### config.mk
export PLATFORM = sky130hd
export DESIGN_NAME = nonce_search_ctrl_flat
export DESIGN_NICKNAME = d
export VERILOG_FILES = /design/src/rtl/nonce_search_ctrl_if.sv /design/src/rtl/nonce_search_ctrl.sv /design/src/flat_wrapper.sv
export SDC_FILE = /design/constraint.sdc
export NUM_CORES = 1
export LEC_CHECK = 0
export ABC_AREA = 0
export BUFFER_PORTS_ARGS = -buffer_cell sky130_fd_sc_hd__clkbuf_2
export CORE_MARGIN = 2
export CORE_UTILIZATION = 48
export DETAILED_ROUTE_END_ITERATION = 10
export PLACE_DENSITY = 0.76
export SKIP_LAST_GASP = 1
export SYNTH_ARGS = -nofsm -noshare
export SYNTH_HDL_FRONTEND = slang
export SYNTH_SLANG_ARGS = --single-unit
### constraint.sdc
create_clock -name clk -period 2.25 [get_ports clk]
set_input_delay 0.225 -clock clk [delete_from_list [all_inputs] [get_ports clk]]
set_output_delay 0.225 -clock clk [all_outputs]
set_load 0.02 [all_outputs]
### src/rtl/nonce_search_ctrl_if.sv
// nonce_search_ctrl_if: control, verdict and status signals between search controller and its neighbours
interface nonce_search_ctrl_if #(parameter int NONCE_W = 32);
  logic               start;
  logic               abort;
  logic [NONCE_W-1:0] start_nonce;
  logic               valid;
  logic               next;
  logic               hash_start;
  logic [NONCE_W-1:0] nonce;
  logic               busy;
  logic               done;
  logic               found;
  logic               exhausted;
  logic               timeout;
  logic [NONCE_W-1:0] nonce_found;
  logic [NONCE_W-1:0] tries;
  modport master (
    output start, abort, start_nonce, valid, next,
    input  hash_start, nonce, busy, done, found, exhausted, timeout, nonce_found, tries
  );
  modport slave (
    input  start, abort, start_nonce, valid, next,
    output hash_start, nonce, busy, done, found, exhausted, timeout, nonce_found, tries
  );
endinterface

### src/rtl/nonce_search_ctrl.sv
// nonce_search_ctrl: launches nonces at the hash core and steps through them until a verdict ends the search
module nonce_search_ctrl #(
  parameter int                   NONCE_W   = 32,
  parameter logic [NONCE_W-1:0]   MAX_NONCE = {NONCE_W{1'b1}},
  parameter int                   TIMEOUT   = 64
) (
  input logic                 clk,
  input logic                 reset,
  nonce_search_ctrl_if.slave  bus
);
  localparam int TW = $clog2(TIMEOUT);
  typedef enum logic [1:0] {S_IDLE, S_LAUNCH, S_WAIT, S_DONE} state_t;
  state_t             r_state;
  logic [TW-1:0]      r_timer;
  logic               r_hash_start, r_busy, r_done, r_found, r_exhausted, r_timeout;
  logic [NONCE_W-1:0] r_nonce, r_nonce_found, r_tries;
  assign bus.hash_start  = r_hash_start;
  assign bus.nonce       = r_nonce;
  assign bus.busy        = r_busy;
  assign bus.done        = r_done;
  assign bus.found       = r_found;
  assign bus.exhausted   = r_exhausted;
  assign bus.timeout     = r_timeout;
  assign bus.nonce_found = r_nonce_found;
  assign bus.tries       = r_tries;
  // Outputs are set on the edge entering each state so they line up with it
  always_ff @(posedge clk) begin
    if (!reset) begin
      r_state       <= S_IDLE;
      r_timer       <= '0;
      r_hash_start  <= 1'b0;
      r_busy        <= 1'b0;
      r_done        <= 1'b0;
      r_found       <= 1'b0;
      r_exhausted   <= 1'b0;
      r_timeout     <= 1'b0;
      r_nonce       <= '0;
      r_nonce_found <= '0;
      r_tries       <= '0;
    end else begin
      r_hash_start <= 1'b0;
      r_done       <= 1'b0;
      case (r_state)
        S_IDLE: if (bus.start) begin
          r_nonce       <= bus.start_nonce;
          r_found       <= 1'b0;
          r_exhausted   <= 1'b0;
          r_timeout     <= 1'b0;
          r_nonce_found <= '0;
          r_tries       <= '0;
          r_busy        <= 1'b1;
          r_hash_start  <= 1'b1;
          r_state       <= S_LAUNCH;
        end
        S_LAUNCH: begin
          r_tries <= r_tries + 1'b1;
          r_timer <= '0;
          r_busy  <= !bus.abort;
          r_state <= bus.abort ? S_IDLE : S_WAIT;
        end
        S_WAIT: begin
          r_timer <= r_timer + 1'b1;
          if (bus.abort) begin
            r_busy  <= 1'b0;
            r_state <= S_IDLE;
          end else if (bus.valid) begin
            r_found       <= 1'b1;
            r_nonce_found <= r_nonce;
            r_busy        <= 1'b0;
            r_done        <= 1'b1;
            r_state       <= S_DONE;
          end else if (bus.next && r_nonce == MAX_NONCE) begin
            r_exhausted <= 1'b1;
            r_busy      <= 1'b0;
            r_done      <= 1'b1;
            r_state     <= S_DONE;
          end else if (bus.next) begin
            r_nonce      <= r_nonce + 1'b1;
            r_hash_start <= 1'b1;
            r_state      <= S_LAUNCH;
          end else if (r_timer == TW'(TIMEOUT - 1)) begin
            r_timeout <= 1'b1;
            r_busy    <= 1'b0;
            r_done    <= 1'b1;
            r_state   <= S_DONE;
          end
        end
        default: r_state <= S_IDLE;
      endcase
    end
  end
endmodule
### src/flat_wrapper.sv
// flat-port wrapper written by rule: the top's interface ports become plain ports
module nonce_search_ctrl_flat 
#(
  parameter int                   NONCE_W   = 32,
  parameter logic [NONCE_W-1:0]   MAX_NONCE = {NONCE_W{1'b1}},
  parameter int                   TIMEOUT   = 64
)
  (clk, reset, bus_start, bus_abort, bus_start_nonce, bus_valid, bus_next, bus_hash_start, bus_nonce, bus_busy, bus_done, bus_found, bus_exhausted, bus_timeout, bus_nonce_found, bus_tries);
  nonce_search_ctrl_if #(.NONCE_W(NONCE_W)) bus_i ();
  input logic clk;
  input logic reset;
  input wire logic [$bits(bus_i.start)-1:0] bus_start;
  input wire logic [$bits(bus_i.abort)-1:0] bus_abort;
  input wire logic [$bits(bus_i.start_nonce)-1:0] bus_start_nonce;
  input wire logic [$bits(bus_i.valid)-1:0] bus_valid;
  input wire logic [$bits(bus_i.next)-1:0] bus_next;
  output wire logic [$bits(bus_i.hash_start)-1:0] bus_hash_start;
  output wire logic [$bits(bus_i.nonce)-1:0] bus_nonce;
  output wire logic [$bits(bus_i.busy)-1:0] bus_busy;
  output wire logic [$bits(bus_i.done)-1:0] bus_done;
  output wire logic [$bits(bus_i.found)-1:0] bus_found;
  output wire logic [$bits(bus_i.exhausted)-1:0] bus_exhausted;
  output wire logic [$bits(bus_i.timeout)-1:0] bus_timeout;
  output wire logic [$bits(bus_i.nonce_found)-1:0] bus_nonce_found;
  output wire logic [$bits(bus_i.tries)-1:0] bus_tries;
  assign bus_i.start = bus_start;
  assign bus_i.abort = bus_abort;
  assign bus_i.start_nonce = bus_start_nonce;
  assign bus_i.valid = bus_valid;
  assign bus_i.next = bus_next;
  assign bus_hash_start = bus_i.hash_start;
  assign bus_nonce = bus_i.nonce;
  assign bus_busy = bus_i.busy;
  assign bus_done = bus_i.done;
  assign bus_found = bus_i.found;
  assign bus_exhausted = bus_i.exhausted;
  assign bus_timeout = bus_i.timeout;
  assign bus_nonce_found = bus_i.nonce_found;
  assign bus_tries = bus_i.tries;
  nonce_search_ctrl #(.NONCE_W(NONCE_W), .MAX_NONCE(MAX_NONCE), .TIMEOUT(TIMEOUT)) u_core (.clk(clk), .reset(reset), .bus(bus_i));
endmodule
---- Yosys cells after proc, flatten, opt, wreduce, memory -nomap -nowiden ----
Cells that the tools add are included.
word-level totals
  flip-flop bits (word level) ............. 110
  output and inout port bits .............. 102
cells by class
  add/sub/neg operators ................... 3
  equal/unequal tests ..................... 16
  multiplexer cells ....................... 51
  bitwise operators ....................... 2
  reduce and logical (&&, ||, !) cells .... 15
operator list
  kind                                                                     number
  32-bit 2-to-1 mux                                                        8
  32-bit case mux with 2 select lines                                      3
  32-bit by 1-bit adder with 32-bit output, second input constant          2
  32-bit equality test, second input constant                              1
  1-bit 2-to-1 mux                                                         26
  2-bit 2-to-1 mux                                                         7
  2-bit inequality test, second input constant                             7
  6-bit case mux with 2 select lines                                       1
  1-bit case mux with 2 select lines                                       4
  4-bit AND reduction                                                      2
  7-bit AND reduction                                                      1
  6-bit by 1-bit adder with 6-bit output, second input constant            1
  6-bit equality test, second input constant                               1
  6-bit by 4-bit inequality test with 1-bit output, second input constant  1
  2-bit case mux with 3 select lines                                       1
  6-bit AND reduction                                                      1
  2-bit nonzero test                                                       3
  5-bit by 3-bit inequality test with 1-bit output, second input constant  1
  5-bit by 4-bit inequality test with 1-bit output, second input constant  1
  5-bit AND reduction                                                      1
  2-bit by 1-bit inequality test with 1-bit output, second input constant  2
  2-bit AND reduction                                                      2
  1-bit case mux with 3 select lines                                       1
  3-bit nonzero test                                                       1
  7 further kinds                                                          8

---- Longest topological paths before layout ----
Gate-level depths: netlist of the first run.
  depth after elaboration ................. 7
  depth in mapped cells ................... 10

---- Least setup slack after synthesis of the first run ----
OpenSTA, ideal clock, no wires.
  kind .................................... reg-to-reg
  from .................................... reg u_core.r_state[0]
  to ...................................... reg u_core.r_tries[26], in the netlist u_core.bus.tries[26]
  library setup time ...................... 0.070 ns
  data arrival time ....................... 2.219 ns
  path slack .............................. -0.039 ns
  cell stages (with the launch flop) ...... 10
  buffers on the path ..................... 2
  period minus slack after synthesis ...... 2.289 ns
  path through ............................ dfxtp_1 -> inv_1 -> ha_1 -> buf_6 -> mux2_4 -> nand3_4 -> or4_4 -> buf_6 -> or3_1 -> a21oi_1
on the way
  longest elaborated chain between the ends .. 3
RTL lines
  item                                                                               RTL line                 text
  start: declaration                                                                 nonce_search_ctrl.sv:13  state_t r_state;
  start signal: assignment                                                           nonce_search_ctrl.sv:59  r_state <= bus.abort ? S_IDLE : S_WAIT;
  2-bit by 1-bit equality test with 1-bit output or 2-bit zero test (tied branches)  nonce_search_ctrl.sv:43  case (r_state)
  2-bit nonzero test (no source line) or 2-bit inequality test (tied branches)       n/a
  2-bit AND reduction (no source line)                                               n/a
  end signal: assignment                                                             nonce_search_ctrl.sv:56  r_tries <= r_tries + 1'b1;
  end: declaration                                                                   nonce_search_ctrl.sv:16  logic [NONCE_W-1:0] r_nonce, r_nonce_found, r_tries;
Parallel ways exist; a longest one is shown, timed or not.
A chain may end at the register's enable or synchronous reset.

---- Worst setup path in the final report of the first run ----
  from .................................... reg u_core.r_state[1]
  to ...................................... reg u_core.r_tries[29], in the netlist u_core.bus.tries[29]
Same word-level chain as after synthesis.

==> results of run 1 <==
through the flow:
stage	hold WS (ns)	utilization [%]	std cells	total power [mW]	setup WS (ns)
after floorplan	0.375	-	705	2.60	0.00732
after global routing	0.0910	61.8	1015	4.58	0.000506
after global placement	0.452	59.1	997	2.91	0.0612
after detailed placement	0.461	59.1	997	2.94	-0.0357
final	0.100	61.8	1015	4.41	0.0730
after CTS	0.0943	61.5	1013	4.40	0.0301
final cells by class:
type,instances,area share [%]
Clock buffer,11,3.30
Sequential cell,110,31.3
Tap cell,143,2.54
Multi-Input combinational cell,527,44.6
Clock inverter,5,0.496
Inverter,18,0.957
Timing Repair Buffer,201,16.9
worst max-delay path: cells and delay by family, from the launching register on:
kind,cells,cell delay [ns]
AOI/OAI and AO/OA,1,0.15
adders and majority gates,1,0.21
buffers and inverters,1,0.07
DFF,1,0.37
muxes,1,0.24
and+or+nand+nor,3,1.07
routing by layer:
metal | GRT usage (%) | wire length, µm | vias to the layer above
li1 | - | - | 2926
met1 | 35.2 | 7360 | 2911
met2 | 42.9 | 7930 | 274
met3 | 5.94 | 1380 | 28
met4 | 9.67 | 348 | 0
met5 | 0 | 0 | -
state kept, by name (all words and copies together), names as in the netlist:
| name | cells |
|---|---|
| u_core.bus.nonce | 32 |
| u_core.r_state | 2 |
| u_core.bus.timeout | 1 |
| u_core.bus.nonce_found | 32 |
| u_core.bus.exhausted | 1 |
| u_core.r_timer | 6 |
| u_core.bus.hash_start | 1 |
| u_core.bus.tries | 32 |
| u_core.bus.busy | 1 |
| u_core.bus.found | 1 |
| u_core.bus.done | 1 |
synthesized netlist by cell type (5+ instances only):
master	instances
nand2_1	87
a21oi_1	66
nor4_1	10
nor2_1	36
nor3_1	14
ha_1	8
and2_1	6
xnor2_1	12
nand3_1	60
clkbuf_1	37
a31oi_1	16
and3_1	12
or3_1	18
o211ai_1	7
and4_1	12
dfxtp_1	110
o21ai_0	44
nand4_1	23
or4_1	9
o21a_1	5
o31ai_1	10
inv_1	18
logic make-up after synthesis:
family,after synthesis,share of synthesized area [%]
multiplexers,6,1.18
buffers and inverters,68,5.17
adder cells (fa/ha/maj),8,1.78
flip-flops,110,39.3
AO/OA/AOI/OAI,189,21.1
XOR/XNOR,16,2.50
AND/OR/NAND/NOR,308,29.0
repair_timing:
item,CTS,global route
endpoints found under the setup margin,2,11
gates resized for setup,0,8
pin swaps,1,1
buffers inserted,0,2
path summary, 6_finish.rpt:
kind / start / end / slack [ns] / depth (start not counted)
hold reg to reg: u_core.bus.nonce_found[10] / u_core.bus.nonce_found[10] / 0.47 / 2
setup reg to reg: u_core.r_state[1] / u_core.bus.tries[29] / 0.07 / 7
setup / recovery: u_core.r_state[1] / u_core.bus.tries[29] / 0.07 / 7
hold / removal: bus_start_nonce[16] / u_core.bus.nonce[16] / 0.10 / 3
where the power goes:
| part | internal [mW] | leakage, nW | switching, mW |
|---|---|---|---|
| Combinational | 0.313 | 1.73 | 0.516 |
| Sequential | 2.02 | 0.894 | 0.0755 |
| Clock | 0.754 | 0.130 | 0.736 |
layout by cell type, fill, tap and decap left out, drive strengths merged, types with 15 or more instances in the layout:
| cell | synthesis | layout |
|---|---|---|
| nand2 | 87 | 87 |
| dfxtp | 110 | 110 |
| clkbuf | 37 | 150 |
| o21ai | 44 | 44 |
| or3 | 18 | 18 |
| nor2 | 36 | 36 |
| nand3 | 61 | 61 |
| nor3 | 15 | 15 |
| nand4 | 24 | 24 |
| a21oi | 66 | 66 |
| a31oi | 16 | 16 |
| inv | 18 | 19 |
| buf | 13 | 62 |
==> results.py, run 1 <==
metrics = {
    "finish": {
        "multiInputGateArea_um2": 3150,
        "n_antenna_cell": 0,
        "layout-drive-gt1-share_pct": 27.8,
        "finish.net_count": 913,
        "fillers": 1007,
        "stdcell_area_um2": 7060,
        "ff_latch_area_um2": 2210,
        "areaGrowthSynthToFinish_pct": 25.8,
    },
    "route": {
        "antenna_left": 0,
        "vias": 6139,
        "via_per_inst": 6.05,
        "routed_wl_um": 17000,
        "drt-initial-drc-count": 467,
        "drc": 0,
        "wire_per_inst_um": 16.8,
        "dr.pass1.iters": 5,
    },
    "timing": {
        "rsz0062_at_grt": "no",
        "drv_slew": 0,
        "finalSetupTns_ns": 0,
        "fin_skew_ns": 0.00779,
        "tightestPinTransition_ns": 0.447,
        "period_needed_ns": 2.18,
        "period_share_pct": 96.8,
        "setup-violations-final": 0,
        "maxSlewHeadroom_pct": 69.8,
        "finalHoldViolCount": 0,
        "fmax_mhz": 459,
    },
    "yosys": {
        "synth.top_cell.area_share_pct": 39.3,
        "ys_seq_area_share_pct": 39.3,
        "yosys_warnings": 0,
        "syn-instance-count": 705,
        "synth-edff-count": 0,
        "yosys.area.top_type": "dfxtp_1",
        "synth-async-reset-ratio_pct": 0,
        "synth-main-ff-cell": "dfxtp_1",
        "avgSynthCellArea_um2": 7.96,
        "ys_ff_latch": 110,
        "yosysUniqueCellTypes": 65,
        "syn-num-nets": 751,
        "syn_area_um2": 5610,
        "yosys-top-cells-area": "dfxtp_1 (39%), a21oi_1 (5.9%), nand2_1 (5.8%), nand3_1 (5.4%), o21ai_0 (3.9%)",
    },
    "global_routing": {
        "grt_pass1_vias": 5558,
        "grt_max_degree": 36,
        "antenna_found_initial": 0,
        "grt_pass1_wl_um": 27400,
        "overflow": 0,
        "grt_use_total_pct": 26.6,
    },
    "die": {
        "die_w_um": 112,
        "boundaryPins": 140,
        "die-height_um": 112,
        "rows": 39,
        "coreArea_um2": 11400,
        "die-area_um2": 12600,
        "start_util_pct": 49.1,
    },
    "critical_path": {
        "end_kind": "flop",
        "start_kind": "flop",
        "critPathMaxFanout": 14,
        "crit_path_cell_trace": "inv_1, ha_1, mux2_4, nand4_1, or4_4, or4_1, a21oi_1",
        "slowest_delay_ns": 0.52,
        "crit_arrival_ns": 2.48,
        "cp.required_ns": 2.55,
        "slowest_stage": "or4_4",
        "crit_type": "reg2reg",
    },
    "pwr": {
        "powerDensity_nw_per_um2": 625,
        "peakVddDrop_mv": 0.419,
        "leakage_nw": 2.75,
    },
    "placement": {
        "hpwl_um": 12300,
        "place_area_um2": 6750,
        "io_buffers": 139,
        "gp_congestion": 0.896,
    },
    "worst_hold_path": {
        "hold_path.class": "in2reg",
    },
    "clock_network": {
        "clock_path_buffers": 2,
        "insertion_delay_ns": 0.36,
        "cts_tree": "built",
        "clkTransAtPathRegs_ns": 0.07,
        "cts_max_level": 3,
        "cts_root_buf": "clkbuf_16",
        "cts_buffers": 9,
        "holdBufCountCts": 0,
        "clkSinkCount": 110,
    },
    "outcome": {
        "status": "complete, no violations",
    },
    "run": {
        "cap_violations": 0,
    },
}
Note: power is estimated with default switching activity, not from simulation.
==> inputs of run 2 (changes only) <==
--- a/config.mk
+++ b/config.mk
@@ -10,8 +10,10 @@
 export CORE_MARGIN = 2
 export CORE_UTILIZATION = 48
 export DETAILED_ROUTE_END_ITERATION = 10
+export MAX_ROUTING_LAYER = met4
 export PLACE_DENSITY = 0.76
 export SKIP_LAST_GASP = 1
+export SLEW_MARGIN = 25
 export SYNTH_ARGS = -nofsm -noshare
 export SYNTH_HDL_FRONTEND = slang
 export SYNTH_SLANG_ARGS = --single-unit
==> run 2 against run 1 <==
Compared with the run above:
- flip-flop and latch count unchanged
- hold slack better by 0.0091 ns
- cell count decreased by 0.30%
- utilization up 0.31 points
- non-clock buffer count is 3 lower
- largest cell class unchanged
==> results.py, run 2 (same netlist as run 1, synthesis figures left out) <==
metrics = {
    "outcome": {
        "status": "complete, no violations",
    },
    "timing": {
        "maxSlewHeadroom_pct": 67.0,
        "drv_slew": 0,
        "finalHoldViolCount": 0,
        "period_share_pct": 97.2,
        "fmax_mhz": 457,
        "fin_skew_ns": 0.0115,
        "setup-violations-final": 0,
        "tightestPinTransition_ns": 0.491,
        "finalWorstSetupSlack_ns": 0.0641,
        "finalSetupTns_ns": 0,
        "period_needed_ns": 2.19,
    },
    "placement": {
        "io_buffers": 139,
        "dp_slack_ns": -0.0139,
        "gp_congestion": 0.915,
        "hpwl_um": 12500,
    },
    "pwr": {
        "power_frac_seq_pct": 45.1,
        "peakVddDrop_mv": 0.454,
        "leakage_nw": 2.76,
        "sw_frac_of_total_pct": 29.1,
        "power.internal_mw": 3.30,
        "combPwrFrac_pct": 17.5,
        "powerDensity_nw_per_um2": 657,
        "netSwitchingPower_mw": 1.35,
        "power.total_mw": 4.66,
        "p_clk_share_pct": 37.4,
    },
    "finish": {
        "finish.net_count": 910,
        "multiInputGateArea_um2": 3150,
        "areaGrowthSynthToFinish_pct": 26.5,
        "final_core_util_pct": 62.1,
        "layout-drive-gt1-share_pct": 27.7,
        "n_antenna_cell": 0,
        "fillers": 1032,
        "final_common_cell": "clkbuf_2",
        "ff_latch_area_um2": 2210,
        "final_cell_mix": "clkbuf_2 (139), dfxtp_1 (105), nand2_1 (87)",
    },
    "clock_network": {
        "cts_root_buf": "clkbuf_16",
        "clkSinkCount": 110,
        "clock_path_buffers": 2,
        "cts_setup_buffers": 0,
        "cts_tree": "built",
        "insertion_delay_ns": 0.36,
        "cts_buffers": 9,
        "clkTransAtPathRegs_ns": 0.07,
        "cts_max_level": 3,
    },
    "run": {
        "cap_violations": 0,
    },
    "route": {
        "top_layer": "met4",
        "route.met3.wl_um": 1490,
        "routed_wl_um": 17500,
        "via_per_inst": 6.09,
        "wire_per_inst_um": 17.3,
        "dr.pass1.iters": 5,
        "wl_met2_um": 8330,
        "drc": 0,
        "vias": 6162,
        "drt-initial-drc-count": 568,
        "met1_length_um": 7340,
        "antenna_left": 0,
    },
    "critical_path": {
        "cp.required_ns": 2.50,
        "end_kind": "flop",
        "critPathBufInv": 0,
        "crit_path_cell_trace": "nand3_2, or4_4, or2_1, a221o_1, o211a_1",
        "crit_start": "u_core.bus.nonce[16]",
        "critPathMaxFanout": 8,
        "r2r_start": "u_core.bus.nonce[16]",
        "crit_family": "simple AND/OR/NAND/NOR gates",
        "r2r_setup_slack_ns": 0.06,
        "crit_arrival_ns": 2.44,
        "slowest_delay_ns": 0.60,
        "slowest_stage": "or4_4",
        "path_depth": 5,
        "crit_end": "u_core.bus.nonce[23]",
        "crit_type": "reg2reg",
        "r2r_cells": 5,
        "start_kind": "flop",
        "worstReg2RegEnd": "u_core.bus.nonce[23]",
    },
    "global_routing": {
        "grt_use_total_pct": 28.2,
        "grt_pass1_wl_um": 28300,
        "overflow": 0,
        "grt_pass1_vias": 5817,
        "grt_max_degree": 37,
        "antenna_found_initial": 0,
    },
    "die": {
        "boundaryPins": 140,
        "coreArea_um2": 11400,
        "die-area_um2": 12600,
        "die_w_um": 112,
        "rows": 39,
        "die-height_um": 112,
        "start_util_pct": 49.1,
    },
    "worst_hold_path": {
        "hold_path.class": "in2reg",
    },
}
==> run 2: worst min-delay path by stage <==
stage,startpoint,to,slack (ns),depth (start not counted)
final,bus_start_nonce[16],u_core.bus.nonce[16],0.11,3
after global routing,bus_start_nonce[16],u_core.bus.nonce[16],0.11,3
after CTS,bus_start_nonce[16],u_core.bus.nonce[16],0.11,3
after detailed placement,u_core.bus.nonce_found[4],u_core.bus.nonce_found[4],0.46,2
after global placement,u_core.bus.busy,u_core.bus.busy,0.45,2
after floorplan,bus_start_nonce[13],u_core.bus.nonce[13],0.38,2
==> run 2: final cells by class <==
type	count	share of cell area [%]
multi-input combinational	527	44.3
sequential	110	31.2
timing repair buffer	198	16.5
clock buffer	9	3.18
tap	143	2.52
clock inverter	7	1.38
inverter	18	0.953
==> run 2: worst register-to-register path: cells and delay by family, from the launching register on <==
| family | cells | cell delay (ns) |
|---|---|---|
| AND/OR/NAND/NOR | 3 | 1.10 |
| flip-flops | 1 | 0.47 |
| AO/OA/AOI/OAI | 2 | 0.51 |
==> run 2: timing repair <==
item,in CTS,in global routing
endpoints found under the hold margin,0,0
hold buffers,0,0
gates resized for setup,0,11
pin swaps,1,2
setup endpoints to repair,2,14
==> run 2: metal layers <==
| layer | vias to the layer above | GRT usage (%) |
|---|---|---|
| met1 | 2900 | 35.9 |
| met3 | 28 | 5.18 |
| li1 | 2932 | - |
| met4 | 0 | 10.1 |
| met5 | - | - |
| met2 | 302 | 45.2 |
==> run 2: per-stage QoR <==
step	instances	hold WS [ns]	instance area [µm²]
4_1_cts	1012	0.107	7070
3_5_place_dp	996	0.461	6740
6_report	1012	0.109	7090
5_1_grt	1012	0.106	7090
3_3_place_gp	996	0.452	6740
2_1_floorplan	705	0.375	5610
==> run 2: power by group through the flow <==
stage | clock network [mW] | logic [mW] | registers (mW)
after detailed placement | 0 | 0.797 | 2.14
after global routing | 1.83 | 0.879 | 2.11
after global placement | 0 | 0.777 | 2.13
after CTS | 1.75 | 0.803 | 2.09
after floorplan | 0 | 0.374 | 2.22
final | 1.74 | 0.817 | 2.10
